==> src/rtl/tx_dsp_pkg.sv <==
// Shared definitions for the transmit DSP chain: default widths, the
// out-of-reset tuning word and the NCO configuration FSM states.
package tx_dsp_pkg;

  localparam int unsigned ACC_W_DEF   = 16;
  localparam int unsigned PH_W_DEF    = 8;
  localparam logic [15:0] FCW_RST_DEF = 16'h3300;

  typedef enum logic {
    IDLE    = 1'b0,
    PENDING = 1'b1
  } nco_state_e;

endpackage

==> src/rtl/phase_acc.sv <==
// Phase accumulator: advances by the tuning word and exposes the carry, plus
// the offset phase computed from the pre-update accumulator value.
module phase_acc
  import tx_dsp_pkg::*;
#(
  parameter int unsigned ACC_W = ACC_W_DEF
) (
  input  logic             clk,
  input  logic             rst,
  input  logic             en,
  input  logic             clr,
  input  logic [ACC_W-1:0] fcw,
  input  logic [ACC_W-1:0] pcw,
  output logic [ACC_W-1:0] ph,
  output logic             carry
);

  logic [ACC_W-1:0] acc_q, acc_d;
  logic [ACC_W:0]   sum;

  assign sum   = {1'b0, acc_q} + {1'b0, fcw};
  assign carry = sum[ACC_W];
  assign ph    = acc_q + pcw;

  // Clear wins over advance so a phase-reset load lands on zero regardless of en.
  always_comb begin
    acc_d = acc_q;
    if (clr) begin
      acc_d = '0;
    end else if (en) begin
      acc_d = sum[ACC_W-1:0];
    end
  end

  always_ff @(posedge clk or posedge rst) begin
    if (rst) begin
      acc_q <= '0;
    end else begin
      acc_q <= acc_d;
    end
  end

endmodule

==> src/rtl/tx_nco.sv <==
// Transmit NCO: square I/Q carrier, truncated phase and wrap strobe, with a
// valid/ready configuration port that loads either at the next wrap or at once.
module tx_nco
  import tx_dsp_pkg::*;
#(
  parameter int unsigned      ACC_W   = ACC_W_DEF,
  parameter int unsigned      PH_W    = PH_W_DEF,
  parameter logic [ACC_W-1:0] FCW_RST = ACC_W'(FCW_RST_DEF)
) (
  input  logic             clk,
  input  logic             rst,
  input  logic             en,
  input  logic             cfg_valid,
  output logic             cfg_ready,
  input  logic [ACC_W-1:0] cfg_fcw,
  input  logic [ACC_W-1:0] cfg_pcw,
  input  logic             cfg_sync,
  output logic             i_code,
  output logic             q_code,
  output logic [PH_W-1:0]  phase_out,
  output logic             wrap
);

  nco_state_e state_q, state_d;

  logic             cfg_ready_q, cfg_ready_d;
  logic             accept, load_sync, load_shadow, apply_shadow;
  logic [ACC_W-1:0] fcw_act_q, fcw_act_d, pcw_act_q, pcw_act_d;
  logic [ACC_W-1:0] fcw_sh_q, fcw_sh_d, pcw_sh_q, pcw_sh_d;
  logic [ACC_W-1:0] ph;
  logic             carry;

  logic             i_code_q, q_code_q, wrap_q;
  logic [PH_W-1:0]  phase_q;

  assign accept = cfg_valid & cfg_ready_q;

  phase_acc #(
    .ACC_W (ACC_W)
  ) u_phase_acc (
    .clk   (clk),
    .rst   (rst),
    .en    (en),
    .clr   (load_sync),
    .fcw   (fcw_act_q),
    .pcw   (pcw_act_q),
    .ph    (ph),
    .carry (carry)
  );

  always_ff @(posedge clk or posedge rst) begin
    if (rst) begin
      state_q <= IDLE;
    end else begin
      state_q <= state_d;
    end
  end

  always_comb begin
    state_d = state_q;
    case (state_q)
      IDLE:    if (accept && !cfg_sync) state_d = PENDING;
      PENDING: if (apply_shadow)        state_d = IDLE;
      default:                          state_d = IDLE;
    endcase
  end

  // A zero tuning word never wraps, so a pending load applies on the next enabled edge.
  always_comb begin
    load_sync    = (state_q == IDLE) && accept && cfg_sync;
    load_shadow  = (state_q == IDLE) && accept && !cfg_sync;
    apply_shadow = (state_q == PENDING) && en && (carry || (fcw_act_q == '0));
    cfg_ready_d  = (state_d == IDLE);
  end

  always_comb begin
    fcw_act_d = fcw_act_q;
    pcw_act_d = pcw_act_q;
    fcw_sh_d  = fcw_sh_q;
    pcw_sh_d  = pcw_sh_q;
    if (load_sync) begin
      fcw_act_d = cfg_fcw;
      pcw_act_d = cfg_pcw;
    end else if (apply_shadow) begin
      fcw_act_d = fcw_sh_q;
      pcw_act_d = pcw_sh_q;
    end
    if (load_shadow) begin
      fcw_sh_d = cfg_fcw;
      pcw_sh_d = cfg_pcw;
    end
  end

  always_ff @(posedge clk or posedge rst) begin
    if (rst) begin
      cfg_ready_q <= 1'b0;
      fcw_act_q   <= FCW_RST;
      pcw_act_q   <= '0;
      fcw_sh_q    <= '0;
      pcw_sh_q    <= '0;
    end else begin
      cfg_ready_q <= cfg_ready_d;
      fcw_act_q   <= fcw_act_d;
      pcw_act_q   <= pcw_act_d;
      fcw_sh_q    <= fcw_sh_d;
      pcw_sh_q    <= pcw_sh_d;
    end
  end

  always_ff @(posedge clk or posedge rst) begin
    if (rst) begin
      i_code_q <= 1'b0;
      q_code_q <= 1'b0;
      phase_q  <= '0;
      wrap_q   <= 1'b0;
    end else if (en) begin
      i_code_q <= ph[ACC_W-1];
      q_code_q <= ph[ACC_W-1] ^ ph[ACC_W-2];
      phase_q  <= ph[ACC_W-1 -: PH_W];
      wrap_q   <= carry;
    end else begin
      wrap_q   <= 1'b0;
    end
  end

  assign cfg_ready = cfg_ready_q;
  assign i_code    = i_code_q;
  assign q_code    = q_code_q;
  assign phase_out = phase_q;
  assign wrap      = wrap_q;

endmodule

==> config.mk <==
export PLATFORM = sky130hd
export DESIGN_NAME = tx_nco
export DESIGN_NICKNAME = d
export VERILOG_FILES = /design/src/rtl/tx_dsp_pkg.sv /design/src/rtl/phase_acc.sv /design/src/rtl/tx_nco.sv
export SDC_FILE = /design/constraint.sdc
export NUM_CORES = 1
export LEC_CHECK = 0
export BUFFER_PORTS_ARGS = -buffer_cell sky130_fd_sc_hd__buf_2
export CORE_UTILIZATION = 50
export DETAILED_ROUTE_END_ITERATION = 7
export PLACE_DENSITY = 0.81
export SYNTH_ARGS = -nofsm -noshare
export SYNTH_HDL_FRONTEND = slang
export SYNTH_HIERARCHICAL = 1
export SYNTH_SLANG_ARGS = --single-unit
==> constraint.sdc <==
create_clock -name clk -period 6.5 [get_ports clk]
set_input_delay 1.3 -clock clk [delete_from_list [all_inputs] [get_ports clk]]
set_output_delay 1.3 -clock clk [all_outputs]
set_load 0.05 [all_outputs]
Word-level counts from Yosys, hierarchy flattened

Cells that the tools add are included.

Input port bits: 37
Logic and storage cells: 38
Output and inout port bits: 12
Flip-flop bits (word level): 93

Multiplexer cells: 10
Add/sub/neg operators: 2
Bitwise logic cells: 4
Reductions and logical operators: 11

Operators by type and width:

| kind              | number |
|---|---|
| $mux 16           | 6 |
| $add 16x16->17    | 1 |
| $add 16x16->16    | 1 |
| $logic_not 16->1  | 1 |
| $logic_and 1x1->1 | 6 |
| $reduce_bool 2->1 | 2 |
| $mux 1            | 3 |
| $not 1->1         | 2 |
| $pmux 1 s2        | 1 |
| $and 1x1->1       | 1 |
| $logic_not 1->1   | 1 |
| $logic_or 1x1->1  | 1 |
| $xor 1x1->1       | 1 |

Depth between registers and ports, before layout

Depth after elaboration: 6
Mapped depth: 13

Cells and area by module

The synthesis kept the hierarchy.

By module, submodules not included:

| module    | sequential area each (um^2) | area an instance (um^2) | cells an instance | instances |
|---|---|---|---|---|
| tx_nco    | 1906.8                      | 3539.6                  | 320               | 1 |
| phase_acc | 400.4                       | 2219.6                  | 279               | 1 |

Worst setup path before layout

OpenSTA, ideal clock, no wires.

Kind: register -> register
Start point: register fcw_act_q[0]
End point: register fcw_act_q[0]
Required time: 6.377 ns
Setup time: 0.123 ns
Clock period less this slack: 2.822 ns
Cell stages (with the launch flop): 13
Arrival: 2.699 ns
Path slack: 3.678 ns
Cell sequence: dfrtp_1 -> ha_1 -> inv_1 -> fa_1 -> nor2b_1 -> o31a_1 -> o2111ai_1 -> a21oi_1 -> a211o_1 -> or3_1 -> buf_2 -> buf_6 -> o221a_1

Cells in the longest elaborated chain, start to end: 4
Elaborated cells between the ends (all ways): 5
Classes of those cells: add/sub: 1; reduce/logical: 4

Ends and longest elaborated chain:

| what                               | RTL line        | text |
|---|---|---|
| start: declaration                 | tx_nco.sv:28    | `logic [ACC_W-1:0] fcw_act_q, fcw_act_d, pcw_act_q, pcw_act_d;` |
| start signal: assignment           | tx_nco.sv:103   | `fcw_act_q <= fcw_act_d;` |
| $add 16x16->17                     | phase_acc.sv:21 | `assign sum = {1'b0, acc_q} + {1'b0, fcw};` |
| via carry                          | tx_nco.sv:31    | `logic carry;` |
| $logic_or 1x1->1                   | tx_nco.sv:72    | `apply_shadow = (state_q == PENDING) && en && (carry \|\| (fcw_act_q == '0));` |
| $logic_and 1x1->1                  | tx_nco.sv:72    |  |
| $reduce_bool 2->1 (no source line) | --              |  |

The timed path passes the listed nets, and every way through them passes these cells.
A chain may end at the register's enable or synchronous reset.

Worst setup path in the final report

Start point: input port en
End point: register fcw_act_q[14]

Cells in the longest elaborated chain, start to end: 3

Ends and longest elaborated chain:

| what                               | RTL line     | text |
|---|---|---|
| start: declaration                 | tx_nco.sv:12 | `input logic en,` |
| $logic_and 1x1->1 (2 in series)    | tx_nco.sv:72 |  |
| $reduce_bool 2->1 (no source line) | --           |  |

No other way between the ends.

==> qor.yml <==
status: "finished clean"
critical_path_class: "input port to flop"
ctsResizeCount: 0
grt.overflow.total: 0
p_leak_nw: 2.87
post_dp_cell_area_mm2: 0.00595
grt_pass1_wl_mm: 23.5
cts-buffers-inserted: 9
drc: 0
p_per_area_mw_per_mm2: 565
switchingPower_mw: 1.56
finalWeightedCongestion: 0.924
syn-num-nets: 655
maxCapViolations: 0
finalCriticalPeriod_ns: 4.13
tightest_slew_ns: 1.21
nNetsFinal: 683
dieWidth_um: 108
peakVddDrop_mv: 0.312
wl_per_cell_um: 18.9
coreArea_mm2: 0.0109
clkLatencyLatePin_ns: 0.35
crit_buf_inv: 1
antenna_found_initial: 0
clock_skew_ns: 0.00808
arrival_ns: 4.36
area_delta_synth_final_pct: 10.8
rows: 38
ant_nets: 0
clkPwrFrac_pct: 16.3
start_util_pct: 51.8
dp_hpwl_mm: 10.0
drt-initial-drc-count: 380
switching_share_pct: 44.0
antenna_cells: 0
avgSynthCellArea_um2: 9.69
fill_cells: 930
hold_ws_ns: 0.504
die_height_um: 108
clkTransAtPathRegs_ns: 0.07
clock_sinks: 92
grt_max_degree: 56
syn_inst: 585
pin_count: 49
syn-cell-area_mm2: 0.00567
hold_violations: 0
io_buffer_count: 48
path_delay_family: "simple AND/OR/NAND/NOR gates"
comb_power_share_pct: 50.3
postCtsSetupBuffers: 0
grt_pass1_vias: 4767
crit_slowest_cell: "and2_1"
slew_headroom_pct: 19.4
ys_warn_count: 6
intPower_mw: 1.99
path_cells: "buf_2 > and2_1 > nand2_1 > o221a_2"
final-max-slew-violation-count: 0
track_usage_pct: 26.2
r2r_cells: 10
wirelength_mm: 14.3
tns_ns: 0
min_path_cells: 1
stdcell_area_mm2: 0.00628
rsz0062_at_grt: "no"
clk_path_buf_depth: 2
finalSetupViolCount: 0
root_buffer: "clkbuf_16"
drive_gt1_share_pct: 19.3
hold_buffers: 0
seqPwrFrac_pct: 33.4
cts_tree: "done"
start_kind: "input port"
finalCritPeriodShare_pct: 63.5
hold_class: "flop to flop"
crit_path_end_kind: "flop"
vias: 4856
cp.required_ns: 6.73
drt_pre_antenna_iters: 5
worst-path-max-fanout: 33
via_per_inst: 6.41
fmax_mhz: 242
cts.htree.levels: 3
finalPower_mw: 3.55
dieArea_mm2: 0.0118
critPathMaxStageDelay_ns: 1.02
cp_num_cells: 4
## metal layers
metal / part of all wire [%] / track usage, % / wire length, um / up-vias
li1: - / - / - / 2252
met1: 43 / 34.5 / 6100 / 2366
met2: 48 / 41.7 / 6860 / 209
met3: 7.0 / 6.57 / 994 / 29
met4: 2.4 / 9.27 / 348 / 0
met5: 0 / 0 / 0 / -
## through the flow
| step | util, % | setup slack [ns] | cells |
|---|---|---|---|
| after CTS | 57.4 | 2.42 | 758 |
| after floorplan | - | 3.27 | 585 |
| after global routing | 57.4 | 2.09 | 758 |
| after global placement | 54.4 | 2.24 | 742 |
| final | 57.4 | 2.37 | 758 |
| after detailed placement | 54.4 | 2.12 | 742 |
## sequential cells by signal, summed over array words and instances, names as in the netlist
register           count
cfg_ready              1
fcw_act_q             16
fcw_sh_q              16
i_code                 1
pcw_act_q             16
pcw_sh_q              16
phase_out              7
q_code                 1
state_q                1
u_phase_acc/acc_q     16
wrap                   1
## area by class of cell
cell class / count / area, um^2 / area share [%]
multi-input combinational: 446 / 3160 / 50.3
sequential: 92 / 2310 / 36.7
timing repair buffer: 51 / 263 / 4.18
clock buffer: 10 / 229 / 3.65
tap: 140 / 175 / 2.79
clock inverter: 6 / 96.3 / 1.53
inverter: 13 / 48.8 / 0.777
## final timing paths
check                              from       endpoint  slack, ns
max in group asynchronous           rst  pcw_act_q[12]       4.46
min in group asynchronous           rst   fcw_sh_q[12]       0.98
setup reg to reg           fcw_act_q[0]  fcw_act_q[14]       2.83
hold reg to reg            phase_out[0]   phase_out[0]       0.50
hold / removal             phase_out[0]   phase_out[0]       0.50
setup / recovery                     en  fcw_act_q[14]       2.37
## power groups by stage
| stage | clock network [mW] | registers, mW | logic [mW] |
|---|---|---|---|
| 2_1_floorplan | 0 | 1.16 | 1.39 |
| 3_3_place_gp | 0 | 1.16 | 1.65 |
| 3_5_place_dp | 0 | 1.18 | 1.74 |
| 4_1_cts | 0.586 | 1.17 | 1.77 |
| 5_1_grt | 0.611 | 1.22 | 1.96 |
| 6_report | 0.580 | 1.18 | 1.78 |
## cell usage in the layout, fill, tap and decap left out, drive strengths merged, types with 8 or more instances in the layout
cell    count
o21ai      14
buf        51
a21oi      33
clkbuf     10
nand2      20
a21o       10
o221a      32
ha         31
nand3      12
mux2       41
nand2b      8
dfrtp      88
inv        15
nor3       72
nor2       78
o21a       10
No activity file was read; power rests on OpenSTA's default activity.
